==> config.mk <==
export PLATFORM = sky130hd
export DESIGN_NAME = cla_nibble_seq_adder
export DESIGN_NICKNAME = d
export VERILOG_FILES = /design/src/rtl/cla_seq_pkg.sv /design/src/rtl/cla4_slice.sv /design/src/rtl/cla_nibble_seq_adder.sv
export SDC_FILE = /design/constraint.sdc
export NUM_CORES = 1
export LEC_CHECK = 0
export BUFFER_PORTS_ARGS = -buffer_cell sky130_fd_sc_hd__clkbuf_2
export CAP_MARGIN = 20
export CORE_MARGIN = 2
export CORE_UTILIZATION = 50
export DETAILED_ROUTE_END_ITERATION = 10
export PLACE_DENSITY_LB_ADDON = 0.2
export SETUP_SLACK_MARGIN = 0.2
export SLEW_MARGIN = 0
export SYNTH_ARGS = -nofsm -noshare
export SYNTH_HDL_FRONTEND = slang
export SYNTH_SLANG_ARGS = --single-unit
==> constraint.sdc <==
create_clock -name clk -period 4.2 [get_ports clk]
set_clock_uncertainty 0.1 [all_clocks]
set_input_delay 0.21 -clock clk [delete_from_list [all_inputs] [get_ports clk]]
set_output_delay 0.21 -clock clk [all_outputs]
set_load 0.005 [all_outputs]
==> src/rtl/cla_seq_pkg.sv <==
// Shared definitions for the nibble-serial CLA adder: state encoding, default width, clog2 helper.
package cla_seq_pkg;

    localparam int DEFAULT_WIDTH = 32;
    localparam int NIB_BITS      = 4;

    localparam logic [1:0] ST_IDLE = 2'b00;
    localparam logic [1:0] ST_RUN  = 2'b01;
    localparam logic [1:0] ST_DONE = 2'b10;

    typedef enum logic [1:0] {
        S_IDLE = ST_IDLE,
        S_RUN  = ST_RUN,
        S_DONE = ST_DONE
    } state_e;

    function automatic int clog2(input int value);
        int r;
        r = 0;
        while ((32'sd1 <<< r) < value) begin
            r = r + 1;
        end
        return r;
    endfunction

endpackage

==> src/rtl/cla4_slice.sv <==
// Combinational 4-bit carry-lookahead slice; also exports the carry into bit 3 for overflow detection.
module cla4_slice
    import cla_seq_pkg::*;
(
    input  logic [NIB_BITS-1:0] a,
    input  logic [NIB_BITS-1:0] b,
    input  logic                ci,
    output logic [NIB_BITS-1:0] s,
    output logic                co,
    output logic                c3
);

    logic [NIB_BITS-1:0] g_s;
    logic [NIB_BITS-1:0] p_s;
    logic [NIB_BITS:0]   c_s;

    // Generate/propagate terms and flattened lookahead carries
    always_comb begin
        g_s    = a & b;
        p_s    = a ^ b;
        c_s[0] = ci;
        c_s[1] = g_s[0] | (p_s[0] & ci);
        c_s[2] = g_s[1] | (p_s[1] & g_s[0]) | (p_s[1] & p_s[0] & ci);
        c_s[3] = g_s[2] | (p_s[2] & g_s[1]) | (p_s[2] & p_s[1] & g_s[0])
               | (p_s[2] & p_s[1] & p_s[0] & ci);
        c_s[4] = g_s[3] | (p_s[3] & g_s[2]) | (p_s[3] & p_s[2] & g_s[1])
               | (p_s[3] & p_s[2] & p_s[1] & g_s[0])
               | (p_s[3] & p_s[2] & p_s[1] & p_s[0] & ci);
        s      = p_s ^ c_s[NIB_BITS-1:0];
        co     = c_s[4];
        c3     = c_s[3];
    end

endmodule

==> src/rtl/cla_nibble_seq_adder.sv <==
// Multi-cycle WIDTH-bit adder that time-shares one cla4_slice, one nibble per clock, LSB first.
// Optional signed-overflow output enabled by defining CLA_SEQ_OVF_EN.
module cla_nibble_seq_adder
    import cla_seq_pkg::*;
#(
    parameter int WIDTH = DEFAULT_WIDTH
) (
    input  logic             clk,
    input  logic             rst,
    input  logic             start,
    input  logic [WIDTH-1:0] a,
    input  logic [WIDTH-1:0] b,
    input  logic             ci,
    output logic             busy,
    output logic             done,
    output logic [WIDTH-1:0] s,
    output logic             co
`ifdef CLA_SEQ_OVF_EN
    ,
    output logic             ovf
`endif
);

    localparam int NIB   = WIDTH / NIB_BITS;
    localparam int CNT_W = (clog2(NIB) < 1) ? 1 : clog2(NIB);
    localparam logic [CNT_W-1:0] LAST_CNT = CNT_W'(NIB - 1);

    state_e                         state_q, state_d;
    logic [CNT_W-1:0]               cnt_q, cnt_d;
    logic [NIB-1:0][NIB_BITS-1:0]   a_q, a_d;
    logic [NIB-1:0][NIB_BITS-1:0]   b_q, b_d;
    logic [NIB-1:0][NIB_BITS-1:0]   s_q, s_d;
    logic                           carry_q, carry_d;
    logic                           co_q, co_d;
    logic                           busy_q, busy_d;
    logic                           done_q, done_d;
`ifdef CLA_SEQ_OVF_EN
    logic                           ovf_q, ovf_d;
    logic                           nib_c3_s;
`else
    logic                           c3_unused_s;
`endif

    logic [NIB_BITS-1:0]            nib_a_s;
    logic [NIB_BITS-1:0]            nib_b_s;
    logic [NIB_BITS-1:0]            nib_s_s;
    logic                           nib_co_s;

    // Select the operand nibbles addressed by the step counter
    always_comb begin
        nib_a_s = a_q[cnt_q];
        nib_b_s = b_q[cnt_q];
    end

    cla4_slice u_slice (
        .a  (nib_a_s),
        .b  (nib_b_s),
        .ci (carry_q),
        .s  (nib_s_s),
        .co (nib_co_s),
`ifdef CLA_SEQ_OVF_EN
        .c3 (nib_c3_s)
`else
        .c3 (c3_unused_s)
`endif
    );

    // Controller next-state: accept, nibble stepping, completion
    always_comb begin
        state_d = state_q;
        cnt_d   = cnt_q;
        a_d     = a_q;
        b_d     = b_q;
        s_d     = s_q;
        carry_d = carry_q;
        co_d    = co_q;
        busy_d  = busy_q;
        done_d  = 1'b0;
`ifdef CLA_SEQ_OVF_EN
        ovf_d   = ovf_q;
`endif
        case (state_q)
            S_IDLE, S_DONE: begin
                if (start) begin
                    state_d = S_RUN;
                    a_d     = a;
                    b_d     = b;
                    carry_d = ci;
                    cnt_d   = {CNT_W{1'b0}};
                    s_d     = {WIDTH{1'b0}};
                    co_d    = 1'b0;
                    busy_d  = 1'b1;
`ifdef CLA_SEQ_OVF_EN
                    ovf_d   = 1'b0;
`endif
                end else begin
                    state_d = S_IDLE;
                    busy_d  = 1'b0;
                end
            end
            S_RUN: begin
                s_d[cnt_q] = nib_s_s;
                carry_d    = nib_co_s;
                if (cnt_q == LAST_CNT) begin
                    // Counter parks at the last step; the next accept clears it
                    state_d = S_DONE;
                    co_d    = nib_co_s;
                    busy_d  = 1'b0;
                    done_d  = 1'b1;
`ifdef CLA_SEQ_OVF_EN
                    ovf_d   = nib_c3_s ^ nib_co_s;
`endif
                end else begin
                    cnt_d = cnt_q + CNT_W'(1'b1);
                end
            end
            default: begin
                state_d = S_IDLE;
                busy_d  = 1'b0;
            end
        endcase
    end

    // State and datapath registers with synchronous reset
    always_ff @(posedge clk) begin
        if (rst) begin
            state_q <= S_IDLE;
            cnt_q   <= {CNT_W{1'b0}};
            a_q     <= {WIDTH{1'b0}};
            b_q     <= {WIDTH{1'b0}};
            s_q     <= {WIDTH{1'b0}};
            carry_q <= 1'b0;
            co_q    <= 1'b0;
            busy_q  <= 1'b0;
            done_q  <= 1'b0;
`ifdef CLA_SEQ_OVF_EN
            ovf_q   <= 1'b0;
`endif
        end else begin
            state_q <= state_d;
            cnt_q   <= cnt_d;
            a_q     <= a_d;
            b_q     <= b_d;
            s_q     <= s_d;
            carry_q <= carry_d;
            co_q    <= co_d;
            busy_q  <= busy_d;
            done_q  <= done_d;
`ifdef CLA_SEQ_OVF_EN
            ovf_q   <= ovf_d;
`endif
        end
    end

    assign busy = busy_q;
    assign done = done_q;
    assign s    = s_q;
    assign co   = co_q;
`ifdef CLA_SEQ_OVF_EN
    assign ovf  = ovf_q;
`endif

endmodule

==> results of run 1 <==
[area by class of cell]
type / count / share of cell area (%)
clock buffer: 12 / 2.54
clock inverter: 3 / 0.656
inverter: 2 / 0.123
multi-input combinational: 427 / 39.6
sequential: 105 / 34.5
tap: 129 / 2.65
timing repair buffer: 175 / 20.0
[Yosys cell counts (2+ instances only)]
| master | instances |
|---|---|
| nand2_1 | 163 |
| dfxtp_1 | 105 |
| a21oi_1 | 83 |
| clkbuf_1 | 36 |
| nor2_1 | 28 |
| nand3_1 | 24 |
| nor3_1 | 24 |
| buf_2 | 13 |
| a31oi_1 | 9 |
| mux2_2 | 8 |
| mux4_2 | 8 |
| ha_1 | 7 |
| mux2i_1 | 7 |
| nand2b_1 | 7 |
| o311ai_0 | 7 |
| nand3b_1 | 6 |
| o311ai_2 | 6 |
| or2_0 | 6 |
| buf_1 | 5 |
| o311ai_1 | 4 |
| or2_2 | 4 |
| buf_6 | 3 |
| nor3b_1 | 3 |
| a221oi_1 | 2 |
| inv_1 | 2 |
| o21ai_0 | 2 |
| o22ai_1 | 2 |
[stage by stage]
| step | utilization (%) | setup WS (ns) | instances | hold WS, ns | area (sq um) |
|---|---|---|---|---|---|
| after detailed placement | 56.7 | 1.12 | 774 | 0.339 | 5260 |
| after CTS | 65.7 | 1.12 | 853 | 0.0975 | 6100 |
| final | 65.7 | 1.07 | 853 | 0.115 | 6100 |
| after global placement | 56.7 | 1.17 | 774 | 0.334 | 5260 |
| after global routing | 65.7 | 0.874 | 853 | 0.177 | 6100 |
| after floorplan | - | 1.10 | 593 | 0.246 | 4790 |
[cell families (layout without fill, tap and decap cells)]
| kind of cell | count (synthesis) | count (layout) | share of synthesized area [%] |
|---|---|---|---|
| xor gates and xnor gates | 1 | 1 | 0.183 |
| buffers and inverters | 61 | 192 | 5.70 |
| muxes | 23 | 23 | 7.11 |
| AOI/OAI and AO/OA | 123 | 123 | 16.1 |
| adders and majority gates | 8 | 8 | 2.25 |
| DFF | 105 | 105 | 43.9 |
| and+or+nand+nor | 272 | 272 | 24.7 |
[power by group]
| part | internal, W | switching [W] | total, W |
|---|---|---|---|
| sequential | 0.00104 | 0.0000274 | 0.00107 |
| combinational | 0.000134 | 0.000164 | 0.000298 |
| clock | 0.000303 | 0.000319 | 0.000622 |
[worst max-delay path: stages (launching register included)]
cell and delay [ns]:
dfxtp_1 0.64, mux4_2 0.58, mux2_2 0.32, fa_1 0.41, xnor2_1 0.60, nor3_1 0.09, a31oi_1 0.19, nor2_1 0.06
[worst max-delay path by stage]
stage	cells after the start	to	slack (ns)
2_1_floorplan	10	s[31]	1.10
3_3_place_gp	10	s[5]	1.17
3_5_place_dp	7	s[1]	1.12
4_1_cts	7	s[5]	1.12
5_1_grt	10	s[9]	0.87
6_report	7	s[17]	1.07
[layout by cell type, fill, tap and decap left out, types with 2 or more instances in the layout]
| cell type | Yosys | routed |
|---|---|---|
| nand2b_1 | 7 | 6 |
| buf_4 | 1 | 9 |
| nor2_1 | 28 | 28 |
| clkbuf_2 | 1 | 101 |
| o311ai_0 | 7 | 7 |
| dlygate4sd3_1 | 0 | 64 |
| o311ai_1 | 4 | 4 |
| clkinv_2 | 0 | 2 |
| mux2_2 | 8 | 8 |
| clkbuf_8 | 0 | 11 |
| or2_2 | 4 | 4 |
| nor3_1 | 24 | 24 |
| o22ai_1 | 2 | 2 |
| nand3b_1 | 6 | 6 |
| nand3_1 | 24 | 24 |
| a21oi_1 | 83 | 83 |
| o311ai_2 | 6 | 6 |
| nor3b_1 | 3 | 3 |
| a221oi_1 | 2 | 2 |
| mux2i_1 | 7 | 7 |
| o21ai_0 | 2 | 2 |
| or2_0 | 6 | 6 |
| ha_1 | 7 | 7 |
| dfxtp_1 | 105 | 105 |
| a31oi_1 | 9 | 9 |
| nand2_1 | 163 | 163 |
| inv_1 | 2 | 2 |
| mux4_2 | 8 | 8 |
[layer usage]
layer	up-vias	GRT usage, %	share of wire (%)
li1	2279	-	-
met4	0	9.54	1.8
met1	2054	33.3	45
met2	117	42.4	49
met3	18	2.87	4.0
met5	-	0	0
[flip-flops by register name, summed over array words and instances (netlist names)]
name	count
b_q	32
carry_q	1
co	1
a_q	32
busy	1
cnt_q	3
s	32
done	1
state_q	2
==> results.yml, run 1 <==
run_status:
  run_status: "finished clean"
power:
  power_w: 0.00199
  power_density_nw_per_um2: 325
  vdd_drop_max_v: 0.000160
  cellLeakagePower_nw: 2.40
clock_network:
  cts_setup_buffers: 0
  cts-root-buf: "clkbuf_8"
  numClockSinks: 105
  htreeDepth: 3
  insertion_delay_ns: 0.37
  cts_resized: 0
  cts_buffer_depth: 2
  cts_tree: "built"
  cts_hold_buf: 64
  cts_made_buffers: 9
  path_clk_slew_ns: 0.09
cells_and_area:
  syn_to_final_growth_pct: 27.5
  layout-drive-gt1-share_pct: 21.4
  n_antenna_cell: 0
  layout.nets: 796
  multi_input_area_sq_um: 2410
  regArea_sq_um: 2100
  fillerInstances: 829
setup_path:
  worstSetupPathType: "flop to flop"
  worst_ep_required_time_ns: 4.33
  end_kind: "flop"
  r2r_start: "cnt_q[0]"
  rr_endpoint: "s[17]"
  path_max_fanout: 12
  worstPathArrival_ns: 3.26
  r2r_setup_slack_ns: 1.07
  crit_path_start: "cnt_q[0]"
  startpoint_type: "flop"
  r2r_cells: 7
floorplanning:
  initial_core_util_pct: 51.5
  die_area_sq_um: 10400
  die_w_um: 102
  core_area_sq_um: 9280
  rows: 35
  io_pins: 103
  die_h_um: 102
timing:
  hold_viol_final: 0
  fin_crit_ns: 3.13
  setup_viol_count_final: 0
  final_max_slew_viol_count: 0
  max_freq_mhz: 320
  fin_setup_tns_ns: 0
  post-route-period-util_pct: 74.4
  rsz0062_at_grt: "false"
  worstMarginPinSlew_ns: 1.05
  slew-limit-headroom_pct: 30.0
synthesis:
  yosys_warnings: 0
  ys_seq_area_share_pct: 43.9
  syn_area_sq_um: 4790
  yosys.area.top_type_share_pct: 43.9
  avgSynthCellArea_sq_um: 8.07
  synth.largest_area_cell: "dfxtp_1"
  async_reset_ff_share_pct: 0
  yosys_register_bits: 105
  synth_cell_types: 46
  synthCells: 593
  synth_fp_nets: 669
  synth_edf_count: 0
  ys.flop_type: "dfxtp_1"
  synth_area_leaders: "dfxtp_1 (44%), nand2_1 (13%), a21oi_1 (8.7%)"
worst_hold_path:
  hp-class: "input port to flop"
  hold_depth: 3
  hold_end: "carry_q"
  min-delay-start: "ci"
place:
  gp_congestion: 0.841
  dpl.hpwl_um: 7940
  port_buffers: 102
global_routing:
  grt_pass1_wl_um: 20500
  antenna_found_initial: 0
  grt_pass1_vias: 4406
  track_usage_pct: 25.1
  grt_overflow: 0
  grt_max_degree: 70
drt:
  drtIter0Drc: 211
  firstDrtPassIters: 4
  routedWlPerCell_um: 14.6
  drc_errors: 0
  wl_um: 12400
  routed_via_density: 5.24
  vias: 4468
  drtAntennaViolNets: 0
run:
  max_cap_violations: 0
Note: power is estimated with default switching activity, not from simulation.
==> inputs of run 2 (changes only) <==
--- a/config.mk
+++ b/config.mk
@@ -5,6 +5,7 @@
 export SDC_FILE = /design/constraint.sdc
 export NUM_CORES = 1
 export LEC_CHECK = 0
+export ABC_AREA = 1
 export BUFFER_PORTS_ARGS = -buffer_cell sky130_fd_sc_hd__clkbuf_2
 export CAP_MARGIN = 20
 export CORE_MARGIN = 2
==> constraint.sdc (replaced) <==
create_clock -name clk -period 3.05 [get_ports clk]
set_clock_uncertainty 0.1 [all_clocks]
set_input_delay 0.1525 -clock clk [delete_from_list [all_inputs] [get_ports clk]]
set_output_delay 0.1525 -clock clk [all_outputs]
set_load 0.005 [all_outputs]
==> run 2 against run 1 <==
Net effect:
- cell area decreased by 3.5%
- combinational power increased by 69%
- clock power increased by 44%
- via count increased by 2.7%
- sequential share of layout area increased by 1.3 points
- wire length decreased by 2.9%
- fmax increased by 19%
- clock-buffer cell count decreased by 2
- synthesized area decreased by 5.6%
- largest power group unchanged
==> results.yml, run 2 <==
drt:
  drtAntennaViolNets: 0
  drtIter0Drc: 271
  vias: 4588
  firstDrtPassIters: 5
  routedWlPerCell_um: 13.8
  wl_um: 12000
  routed_via_density: 5.25
  drc_errors: 0
floorplanning:
  core_area_sq_um: 8720
  die_area_sq_um: 9810
  die_w_um: 99.0
  die_h_um: 99.0
  rows: 34
  initial_core_util_pct: 51.8
  io_pins: 103
setup_path:
  worst_ep_required_time_ns: 3.24
  worstSetupPathType: "flop to flop"
  worstPathArrival_ns: 2.81
  startpoint_type: "flop"
  path_max_fanout: 11
  end_kind: "flop"
run:
  max_cap_violations: 0
cells_and_area:
  layout.nets: 837
  layout.cells.most_common: "nor2_1"
  layout-drive-gt1-share_pct: 20.0
  fin_util_pct: 67.5
  fillerInstances: 722
  n_antenna_cell: 0
  syn_to_final_growth_pct: 30.2
  final_cell_mix: "nor2_1 (108), dfxtp_1 (103), clkbuf_2 (102), nand2_1 (101), o21ai_0 (79)"
  design_area_sq_um: 5880
clock_network:
  cts_tree: "built"
  path_clk_slew_ns: 0.10
  htreeDepth: 3
  cts_setup_buffers: 0
  cts-root-buf: "clkbuf_8"
  numClockSinks: 105
  cts_made_buffers: 9
  cts_buffer_depth: 2
  insertion_delay_ns: 0.37
synthesis:
  synth_cell_types: 25
  yosys_register_bits: 105
  async_reset_ff_share_pct: 0
  ys_seq_area_share_pct: 46.5
  synth_fp_nets: 692
  synth.largest_area_cell: "dfxtp_1"
  synth_edf_count: 0
  synth_area_leaders: "dfxtp_1 (47%), nor2_1 (9.0%), o21ai_0 (8.8%)"
  yosys_warnings: 0
  synth_most_common_cell: "nor2_1"
  synth_common_cells: "nor2_1 (108), dfxtp_1 (105), nand2_1 (102)"
  yosys.area.top_type_share_pct: 46.5
  synthCells: 616
  syn_area_sq_um: 4520
  ys.flop_type: "dfxtp_1"
  avgSynthCellArea_sq_um: 7.33
timing:
  worstMarginPinSlew_ns: 0.768
  rsz0062_at_grt: "false"
  fin_crit_ns: 2.62
  whs_ns: 0.00617
  hold_viol_final: 0
  post-route-period-util_pct: 85.8
  setup_viol_count_final: 0
  max_freq_mhz: 382
  fin_setup_tns_ns: 0
  final_max_slew_viol_count: 0
  slew-limit-headroom_pct: 48.8
global_routing:
  grt_max_degree: 59
  grt_pass1_wl_um: 19600
  antenna_found_initial: 0
  grt_overflow: 0
  track_usage_pct: 24.7
  grt_pass1_vias: 4295
place:
  gp_congestion: 0.942
  port_buffers: 102
  dpl.hpwl_um: 8070
  place_area_sq_um: 5070
power:
  switching_power_w: 0.000829
  vdd_drop_max_v: 0.000311
  netSwitchingFraction_pct: 28.6
  cellLeakagePower_nw: 2.48
  pwr-share-clk_pct: 30.9
  comb_power_share_pct: 17.4
  power_density_nw_per_um2: 492
  seqPwrFrac_pct: 51.6
  internal-power_w: 0.00206
worst_hold_path:
  hp-class: "input port to flop"
run_status:
  run_status: "finished clean"
## run 2: path summary, 6_finish.rpt
kind                            startpoint      end  slack [ns]  cells past startpoint
worst min-delay path                 a[24]  a_q[24]       0.006                      3
worst max register to register    cnt_q[1]     s[7]        0.43                     13
worst min register to register       s[16]    s[16]        0.37                      2
worst max-delay path              cnt_q[1]     s[7]        0.43                     13
## run 2: stage by stage
step,instances,power (W),worst slack (ns)
final,874,0.00289,0.432
after global routing,874,0.00303,0.236
after CTS,874,0.00289,0.295
after detailed placement,799,0.00196,0.318
after global placement,799,0.00195,0.341
after floorplan,616,0.00181,0.788
## run 2: cell families (layout without fill, tap and decap cells)
group / Yosys count / after routing / synth area share [%]
buffers and inverters: 69 / 219 / 6.59
AO/OA/AOI/OAI: 163 / 163 / 18.3
AND/OR/NAND/NOR: 270 / 270 / 26.0
XOR/XNOR: 1 / 1 / 0.194
adder cells (fa/ha/maj): 8 / 8 / 2.38
flip-flops: 105 / 105 / 46.5
## run 2: final cells by class
type | instances | area [sq um] | share of cell area (%)
Multi-Input combinational cell | 442 | 2120 | 36.1
Inverter | 33 | 129 | 2.19
Sequential cell | 105 | 2100 | 35.8
Clock buffer | 10 | 138 | 2.34
Clock inverter | 6 | 71.3 | 1.21
Tap cell | 108 | 135 | 2.30
Timing Repair Buffer | 170 | 1180 | 20.1
## run 2: metal layers
| metal | vias up | part of all wire [%] | GRT usage, % |
|---|---|---|---|
| li1 | 2317 | - | - |
| met1 | 2100 | 44 | 31.9 |
| met2 | 146 | 49 | 42.0 |
| met3 | 25 | 5.1 | 3.55 |
| met4 | 0 | 2.0 | 9.06 |
| met5 | - | 0 | 0 |
## run 2: power by group through the flow
stage               Combinational (W)  Sequential, W  Clock [W]
global placement             0.000424        0.00152          0
global route                 0.000565        0.00150   0.000959
detailed placement           0.000432        0.00153          0
CTS                          0.000493        0.00149   0.000908
floorplan                    0.000303        0.00151          0
finish                       0.000505        0.00149   0.000894
## run 2: what timing repair did
| item | CTS | global route |
|---|---|---|
| hold buffers | 59 | 0 |
| endpoints found under the setup margin | 0 | 12 |
| hold endpoints to repair | 59 | 0 |
| gates resized for setup | 0 | 5 |
## run 2: critical path, stage by stage, from the launching register on
cell,delay [ns]
dfxtp_2,0.52
inv_4,0.12
nand3_2,0.16
o22ai_1,0.11
a21oi_1,0.12
nand3_1,0.12
ha_1,0.39
nand2_1,0.09
nand2_1,0.05
nor2_1,0.16
nand2_1,0.07
nand2_1,0.26
nand3_1,0.14
a21oi_1,0.13
